===== config.mk =====
export PLATFORM = sky130hd
export DESIGN_NAME = bpsk_tx_frame_ctrl_flat
export DESIGN_NICKNAME = d
export VERILOG_FILES = /design/src/rtl/bpsk_tx_frame_ctrl_if.sv /design/src/rtl/bpsk_tx_frame_ctrl.sv /design/src/flat_wrapper.sv
export SDC_FILE = /design/constraint.sdc
export NUM_CORES = 1
export LEC_CHECK = 0
export ABC_AREA = 1
export BUFFER_PORTS_ARGS = -buffer_cell sky130_fd_sc_hd__buf_2
export CORE_MARGIN = 4
export CORE_UTILIZATION = 54
export CTS_CLUSTER_DIAMETER = 40
export DETAILED_ROUTE_END_ITERATION = 12
export PLACE_DENSITY = 0.83
export SYNTH_ARGS = -nofsm -noshare
export SYNTH_HDL_FRONTEND = slang
export SYNTH_SLANG_ARGS = --single-unit
export TNS_END_PERCENT = 20

===== constraint.sdc =====
create_clock -name clk -period 4 [get_ports clk]
set_input_delay 0.4 -clock clk [delete_from_list [all_inputs] [get_ports clk]]
set_output_delay 0.4 -clock clk [all_outputs]
set_load 0.02 [all_outputs]

===== src/rtl/bpsk_tx_frame_ctrl_if.sv =====
// rtl/bpsk_tx_frame_ctrl_if.sv - signal bundle between a frame source and the BPSK transmit frame controller
//
// Purpose: groups the command, payload stream, modulator feed and status signals
// of bpsk_tx_frame_ctrl so they can be passed as one port.
// Signals:
//   start, frame_len              frame command (source -> controller)
//   byte_in, byte_valid           payload byte stream (source -> controller)
//   byte_ready                    payload stream back-pressure (controller -> source)
//   bit_data_out, bit_data_en     bit feed toward the modulator (controller -> source side)
//   busy, done, underrun          frame status (controller -> source side)
// Modports: master = frame source / testbench side, slave = the controller.
interface bpsk_tx_frame_ctrl_if;
  logic       start;
  logic [7:0] frame_len;
  logic [7:0] byte_in;
  logic       byte_valid;
  logic       byte_ready;
  logic       bit_data_out;
  logic       bit_data_en;
  logic       busy;
  logic       done;
  logic       underrun;

  modport master (
    output start, frame_len, byte_in, byte_valid,
    input  byte_ready, bit_data_out, bit_data_en, busy, done, underrun
  );

  modport slave (
    input  start, frame_len, byte_in, byte_valid,
    output byte_ready, bit_data_out, bit_data_en, busy, done, underrun
  );
endinterface


===== src/rtl/bpsk_tx_frame_ctrl.sv =====
// rtl/bpsk_tx_frame_ctrl.sv - transmit frame sequencer feeding the BPSK modem bit input
//
// Purpose: on start, serialises preamble (1,0,1,0...), SYNC_WORD, the length byte
// and frame_len payload bytes MSB-first, each bit held for SAMPLES_PER_BIT clocks,
// then keeps the bit enable low for GUARD_BITS bit periods and pulses done.
// Optional feature: define BPSK_FRAME_CRC_EN to append a CRC-8 (poly 0x07, init 0,
// MSB-first) over the length byte and payload bytes after the payload.
// Ports:
//   clk   system clock
//   rst   asynchronous reset, active-high
//   bus   bpsk_tx_frame_ctrl_if.slave: start/frame_len command, byte_in/byte_valid/
//         byte_ready payload stream, bit_data_out/bit_data_en modulator feed,
//         busy/done/underrun status
module bpsk_tx_frame_ctrl #(
  parameter int         SAMPLES_PER_BIT = 20,
  parameter int         PREAMBLE_BITS   = 16,
  parameter logic [7:0] SYNC_WORD       = 8'hD3,
  parameter int         GUARD_BITS      = 4
) (
  input logic                 clk,
  input logic                 rst,
  bpsk_tx_frame_ctrl_if.slave bus
);

  localparam int TMR_W   = $clog2(SAMPLES_PER_BIT);
  localparam int IDX_MAX = (PREAMBLE_BITS > GUARD_BITS)
                         ? ((PREAMBLE_BITS > 8) ? PREAMBLE_BITS : 8)
                         : ((GUARD_BITS > 8) ? GUARD_BITS : 8);
  localparam int IDX_W   = $clog2(IDX_MAX);

  localparam logic [TMR_W-1:0] TMR_LAST  = TMR_W'(SAMPLES_PER_BIT - 1);
  localparam logic [IDX_W-1:0] PRE_LAST  = IDX_W'(PREAMBLE_BITS - 1);
  localparam logic [IDX_W-1:0] BYTE_LAST = IDX_W'(7);
  localparam logic [IDX_W-1:0] GRD_LAST  = IDX_W'(GUARD_BITS - 1);

  typedef enum logic [2:0] {
    S_IDLE,
    S_PREAMBLE,
    S_SYNC,
    S_LEN,
    S_PAYLOAD,
`ifdef BPSK_FRAME_CRC_EN
    S_CRC,
`endif
    S_GUARD
  } state_t;

  state_t           state, state_next;
  logic [TMR_W-1:0] tmr, tmr_next;
  logic [IDX_W-1:0] idx, idx_next;
  logic [7:0]       shreg, shreg_next;
  logic             bit_q, bit_next;
  logic             en_q, en_next;
  logic             underrun_q;
  logic [7:0]       len_q;
  logic [7:0]       byte_cnt;      // payload byte slots started (sent or substituted)
  logic [7:0]       req_cnt;       // payload byte slots already claimed (accepted or substituted)
  logic [7:0]       buf_q;
  logic             buf_full;
  logic             wrap;
  logic             len_latch;
  logic             pay_load;
  logic             slot_underrun;
  logic             accept;
  logic             byte_ready_c;
  logic             done_c;
  logic [7:0]       pay_byte;

`ifdef BPSK_FRAME_CRC_EN
  logic [7:0] crc_q;

  function automatic logic [7:0] crc8_byte(input logic [7:0] crc, input logic [7:0] data);
    logic [7:0] c;
    c = crc ^ data;
    for (int i = 0; i < 8; i++)
      c = c[7] ? ({c[6:0], 1'b0} ^ 8'h07) : {c[6:0], 1'b0};
    return c;
  endfunction
`endif

  assign wrap          = (tmr == TMR_LAST);
  assign pay_byte      = buf_full ? buf_q : 8'h00;
  assign slot_underrun = pay_load & ~buf_full;
  assign accept        = byte_ready_c & bus.byte_valid;

  // An underrun slot claims a byte slot in the same cycle, so it is counted
  // before deciding whether one more byte may still be taken.
  always_comb begin
    byte_ready_c = 1'b0;
    if ((state == S_LEN || state == S_PAYLOAD) && !buf_full)
      byte_ready_c = ({1'b0, req_cnt} + {8'b0, slot_underrun}) < {1'b0, len_q};
  end

  always_ff @(posedge clk or posedge rst) begin
    if (rst) state <= S_IDLE;
    else     state <= state_next;
  end

  // Every bit-level decision is taken on the timer wrap so the registered
  // bit output only ever changes at a bit boundary.
  always_comb begin
    state_next = state;
    idx_next   = idx;
    shreg_next = shreg;
    bit_next   = bit_q;
    en_next    = en_q;
    tmr_next   = '0;
    len_latch  = 1'b0;
    pay_load   = 1'b0;
    done_c     = 1'b0;
    if (state != S_IDLE && !wrap) tmr_next = tmr + TMR_W'(1);

    case (state)
      S_IDLE: begin
        if (bus.start) begin
          state_next = S_PREAMBLE;
          idx_next   = '0;
          bit_next   = 1'b1;
          en_next    = 1'b1;
          len_latch  = 1'b1;
        end
      end

      S_PREAMBLE: begin
        if (wrap) begin
          if (idx == PRE_LAST) begin
            state_next = S_SYNC;
            idx_next   = '0;
            shreg_next = SYNC_WORD;
            bit_next   = SYNC_WORD[7];
          end else begin
            idx_next = idx + IDX_W'(1);
            bit_next = ~bit_q;
          end
        end
      end

      S_SYNC, S_LEN,
`ifdef BPSK_FRAME_CRC_EN
      S_CRC,
`endif
      S_PAYLOAD: begin
        if (wrap) begin
          if (idx != BYTE_LAST) begin
            idx_next   = idx + IDX_W'(1);
            shreg_next = {shreg[6:0], 1'b0};
            bit_next   = shreg[6];
          end else begin
            idx_next = '0;
            case (state)
              S_SYNC: begin
                state_next = S_LEN;
                shreg_next = len_q;
                bit_next   = len_q[7];
              end
              S_LEN, S_PAYLOAD: begin
                if (byte_cnt != len_q) begin
                  state_next = S_PAYLOAD;
                  pay_load   = 1'b1;
                  shreg_next = pay_byte;
                  bit_next   = pay_byte[7];
                end else begin
`ifdef BPSK_FRAME_CRC_EN
                  state_next = S_CRC;
                  shreg_next = crc_q;
                  bit_next   = crc_q[7];
`else
                  state_next = S_GUARD;
                  bit_next   = 1'b0;
                  en_next    = 1'b0;
`endif
                end
              end
              default: begin
                state_next = S_GUARD;
                bit_next   = 1'b0;
                en_next    = 1'b0;
              end
            endcase
          end
        end
      end

      S_GUARD: begin
        if (wrap) begin
          if (idx == GRD_LAST) begin
            state_next = S_IDLE;
            idx_next   = '0;
            done_c     = 1'b1;
          end else begin
            idx_next = idx + IDX_W'(1);
          end
        end
      end

      default: begin
        state_next = S_IDLE;
        bit_next   = 1'b0;
        en_next    = 1'b0;
      end
    endcase
  end

  always_ff @(posedge clk or posedge rst) begin
    if (rst) begin
      tmr        <= '0;
      idx        <= '0;
      shreg      <= '0;
      bit_q      <= 1'b0;
      en_q       <= 1'b0;
      underrun_q <= 1'b0;
      len_q      <= '0;
      byte_cnt   <= '0;
      req_cnt    <= '0;
      buf_q      <= '0;
      buf_full   <= 1'b0;
`ifdef BPSK_FRAME_CRC_EN
      crc_q      <= '0;
`endif
    end else begin
      tmr        <= tmr_next;
      idx        <= idx_next;
      shreg      <= shreg_next;
      bit_q      <= bit_next;
      en_q       <= en_next;
      underrun_q <= slot_underrun;
      if (len_latch) begin
        len_q    <= bus.frame_len;
        byte_cnt <= '0;
        req_cnt  <= '0;
        buf_full <= 1'b0;
      end else begin
        if (pay_load) byte_cnt <= byte_cnt + 8'd1;
        req_cnt <= req_cnt + {7'b0, accept} + {7'b0, slot_underrun};
        // A byte accepted in a boundary cycle refills the buffer just emptied.
        if (accept) begin
          buf_q    <= bus.byte_in;
          buf_full <= 1'b1;
        end else if (pay_load) begin
          buf_full <= 1'b0;
        end
      end
`ifdef BPSK_FRAME_CRC_EN
      if (state == S_SYNC && state_next == S_LEN) crc_q <= crc8_byte(8'h00, len_q);
      else if (pay_load)                          crc_q <= crc8_byte(crc_q, pay_byte);
`endif
    end
  end

  assign bus.byte_ready   = byte_ready_c;
  assign bus.bit_data_out = bit_q;
  assign bus.bit_data_en  = en_q;
  assign bus.busy         = (state != S_IDLE);
  assign bus.done         = done_c;
  assign bus.underrun     = underrun_q;

endmodule

===== src/flat_wrapper.sv =====
// flat-port wrapper written by rule: the top's interface ports become plain ports
module bpsk_tx_frame_ctrl_flat 
#(
  parameter int         SAMPLES_PER_BIT = 20,
  parameter int         PREAMBLE_BITS   = 16,
  parameter logic [7:0] SYNC_WORD       = 8'hD3,
  parameter int         GUARD_BITS      = 4
)
  (clk, rst, bus_start, bus_frame_len, bus_byte_in, bus_byte_valid, bus_byte_ready, bus_bit_data_out, bus_bit_data_en, bus_busy, bus_done, bus_underrun);
  bpsk_tx_frame_ctrl_if bus_i ();
  input logic clk;
  input logic rst;
  input wire logic [$bits(bus_i.start)-1:0] bus_start;
  input wire logic [$bits(bus_i.frame_len)-1:0] bus_frame_len;
  input wire logic [$bits(bus_i.byte_in)-1:0] bus_byte_in;
  input wire logic [$bits(bus_i.byte_valid)-1:0] bus_byte_valid;
  output wire logic [$bits(bus_i.byte_ready)-1:0] bus_byte_ready;
  output wire logic [$bits(bus_i.bit_data_out)-1:0] bus_bit_data_out;
  output wire logic [$bits(bus_i.bit_data_en)-1:0] bus_bit_data_en;
  output wire logic [$bits(bus_i.busy)-1:0] bus_busy;
  output wire logic [$bits(bus_i.done)-1:0] bus_done;
  output wire logic [$bits(bus_i.underrun)-1:0] bus_underrun;
  assign bus_i.start = bus_start;
  assign bus_i.frame_len = bus_frame_len;
  assign bus_i.byte_in = bus_byte_in;
  assign bus_i.byte_valid = bus_byte_valid;
  assign bus_byte_ready = bus_i.byte_ready;
  assign bus_bit_data_out = bus_i.bit_data_out;
  assign bus_bit_data_en = bus_i.bit_data_en;
  assign bus_busy = bus_i.busy;
  assign bus_done = bus_i.done;
  assign bus_underrun = bus_i.underrun;
  bpsk_tx_frame_ctrl #(.SAMPLES_PER_BIT(SAMPLES_PER_BIT), .PREAMBLE_BITS(PREAMBLE_BITS), .SYNC_WORD(SYNC_WORD), .GUARD_BITS(GUARD_BITS)) u_core (.clk(clk), .rst(rst), .bus(bus_i));
endmodule

==> results.md <==
- Htree depth: 2
- Share of cells above drive strength 1: 0.2646
- Reg2reg path depth: 27
- Tot Pwr: 2445 uW
- Syn-to-layout area delta: 21.00%
- Die area: 0.007256 mm^2
- Final Setup Violations: 0
- Synthesized Nets: ~440
- CTS tree: yes
- PortBufs: 25
- GR Overflow Total: 0
- DRC viols: 0
- Die Ht: between 80 and 90 um
- Gpl congestion: approximately 0.87
- DIE WIDTH: 85.18 um
- Fin crit share: 0.9749
- First-pass GRT wire length: roughly 12 mm
- Reg-to-Reg End: u_core.req_cnt[7]$_DFF_PP0_
- Netlist Area Pre-Place: 0.003217 mm^2
- Via density: 5.482
- Post-synthesis adder-cell area fraction: 0.05679
- Synth Warn #: 0
- Reg2reg start: u_core.byte_cnt[5]$_DFFE_PP0P_
- Cells after synthesis: 408
- Starting DRT DRC Count: 192
- Core outline area: 0.005642 mm^2
- Clock Path Buffers: 2
- Switching power share of the total: 0.4612
- Worst-margin pin slew: 613.9 ps
- Total CTS buffers: 5
- Clock sinks: 55
- Worst slew margin: 0.5901
- Kind of critical path: reg -> reg
- Syn avg cell area: 7.884 um^2
- Gr usage total: 0.2029
- Compound-Gate Fraction of Synth Area: 0.1085
- Synth Area in Simple Gates: 0.2734
- Switching pwr: 1128 uW
- Clk root buf: clkbuf_8
- Initial core utilization: 0.5702
- Clk Latency, worst-skew pair: ~310 ps
- Clk_skew: 3.294 ps
- Largest net degree at the start of global routing: 29
- Worst Setup Start Kind: flip-flop
- Number of nets with antenna violations after routing: 0
- Via count: 2922
- P_int: 1317 uW
- Setup slack, reg-to-reg: 100 ps
- Hold WS: 147.3 ps
- Synthesis-stage register bit count: 55
- DRT Pass-1 Iters: 6
- Worst-path clk slew: approximately 100 ps
- Final Hold Viols: 0
- Largest fanout on the critical path: 4
- Sequential fraction of design power: 0.363
- Final wirelength: around 8 mm
- Dpl cell area: roughly 0.0035 mm^2
- IO Pins: 26
- Worst EP required: 4210 ps
- Leakage: 0.001951 uW
- Critical path endpoint category: flip-flop
- Main combinational cell family by area after synthesis: simple AND/OR/NAND/NOR gates
- Fin worst setup slack: between 100 and 150 ps
- Row count: 27
- Post-Synth XOR/XNOR Area: 0.05990
- Comb pwr share: 0.509
- Post-synthesis mux area share: 0
- Clk pwr share: 0.128
- Place WS: roughly 1.2 ps
- Achievable clock frequency: ~260 MHz
- Seq/Total Area, Yosys: 0.4278
- Max VDD drop: around 0.36 mV
- Hold Path Class: in -> async
- Number of diodes: 0
- Finished Cell Area: 0.003892 mm^2
- PwrDens: roughly 630 mW/mm^2
- Final Util: 0.6900
- Dpl hpwl: 5.303 mm
- Post-synth cell types: 32
- Outcome: finished clean
- Crit path DAT: 4110 ps
- Final nets: 494
- Initial antenna violation count: 0
- Max-cap violation count: 0
- Vias in the first global route: 2725
- Min Tclk post-route: between 3000 and 4000 ps
- RSZ-0062 raised after global routing: true
- WL per Instance: ~15 um
- Max-slew violation count: 0
==> area by class of cell <==
type	instances	area [um^2]
fillers	421	1749
flip-flops and latches	55	1381
repair buffers	53	335.3
clock inverters	2	12.51
well taps	72	90.09
clock buffers	6	72.57
inverters	52	195.2
multi-input cells	293	1805
==> flip-flops by register name, summed over array words and instances, names as in the netlist, 3 cells and up <==
| register | flops |
|---|---|
| u_core.buf_q | 8 |
| u_core.byte_cnt | 8 |
| u_core.idx | 4 |
| u_core.len_q | 8 |
| u_core.req_cnt | 8 |
| u_core.shreg | 7 |
| u_core.state | 3 |
| u_core.tmr | 5 |
==> routing by layer <==
metal	global-route usage	up-vias	wire, um
met3	0.03786	19	426
li1	-	1434	-
met5	0	-	0
met4	0.06763	0	191
met1	0.2637	1369	3328
met2	0.3404	100	4049
==> synthesized netlist by cell type (all sizes together) <==
library cell / number / share of area
a211oi: 1 / 0.0039
a21oi: 14 / 0.025
a31oi: 5 / 0.014
and2: 1 / 0.0019
buf: 5 / 0.0093
clkbuf: 3 / 0.0035
dfrtp: 55 / 0.43
fa: 1 / 0.0062
ha: 13 / 0.051
inv: 52 / 0.061
nand2: 108 / 0.13
nand3: 32 / 0.054
nand3b: 2 / 0.0047
nand4: 12 / 0.023
nor2: 35 / 0.048
nor3: 4 / 0.0062
o21ai: 41 / 0.065
or2: 2 / 0.0039
xnor2: 6 / 0.016
xor2: 16 / 0.044
==> worst max-delay path, stage by stage, from the launching register on <==
cell and delay, ps:
dfrtp_1 430, inv_2 60, nand2_1 70, nand2_1 80, nand2_2 90, nor2_4 50, nand2_2 60, nand4_1 170
nor2_2 220, ha_4 190, nand3_4 80, nor3_4 270, buf_4 160, xor2_1 150, ha_1 250, nand2_1 70
inv_1 50, nand2_1 60, nand2_1 60, nand2_2 100, nand3_4 70, fa_2 360, inv_2 100, nand3_4 90
nor3_2 200, nand2_1 90, o21ai_1 160, a21oi_1 60
==> metrics by stage <==
step	TNS (ps)	instances
global route	-468.9	533
finish	0	533
floorplan	0	408
detailed placement	0	510
CTS	0	518
global placement	0	510
==> how the worst max path moves through the flow <==
stage | startpoint | to | slack [ps] | cells past startpoint
final | u_core.byte_cnt[5]$_DFFE_PP0P_ | u_core.req_cnt[7]$_DFF_PP0_ | 100 | 27
after global routing | u_core.byte_cnt[5]$_DFFE_PP0P_ | u_core.req_cnt[7]$_DFF_PP0_ | -170 | 27
after CTS | u_core.byte_cnt[6]$_DFFE_PP0P_ | u_core.req_cnt[7]$_DFF_PP0_ | 10 | 25
after detailed placement | u_core.state[1]$_DFFE_PP0P_ | u_core.req_cnt[7]$_DFF_PP0_ | 1 | 22
after global placement | u_core.state[1]$_DFFE_PP0P_ | u_core.req_cnt[7]$_DFF_PP0_ | 150 | 22
after floorplan | u_core.state[1]$_DFFE_PP0P_ | u_core.req_cnt[7]$_DFF_PP0_ | 100 | 22
==> timing repair <==
action	4_1_cts	5_1_grt
gates resized for setup	2	54
endpoints found under the setup margin	1	8
pin swaps	0	21
hold buffers	0	0
buffers inserted	0	15
==> kinds of logic (layout without fill, tap and decap cells) <==
| group | count (synthesis) | count (layout) |
|---|---|---|
| adders and majority gates | 14 | 14 |
| DFF | 55 | 55 |
| AOI/OAI and AO/OA | 61 | 61 |
| and+or+nand+nor | 196 | 196 |
| xor gates and xnor gates | 22 | 22 |
| buffers and inverters | 60 | 113 |
==> power by group through the flow <==
stage | combinational [uW] | clock [uW] | sequential, uW
after floorplan | 811 | 0 | 833
after global placement | 1030 | 0 | 855
after detailed placement | 1070 | 0 | 866
after CTS | 1080 | 315 | 856
after global routing | 1400 | 334 | 909
final | 1240 | 313 | 888
==> layout by cell type (no fill, tap or decap), types with 16 or more instances in the layout <==
cell     count
buf_2       25
buf_4       28
nand2_1     97
xor2_1      16
o21ai_0     29
nand3_1     26
inv_1       40
dfrtp_1     51
nor2_1      25
Note: power is estimated with default switching activity, not from simulation.
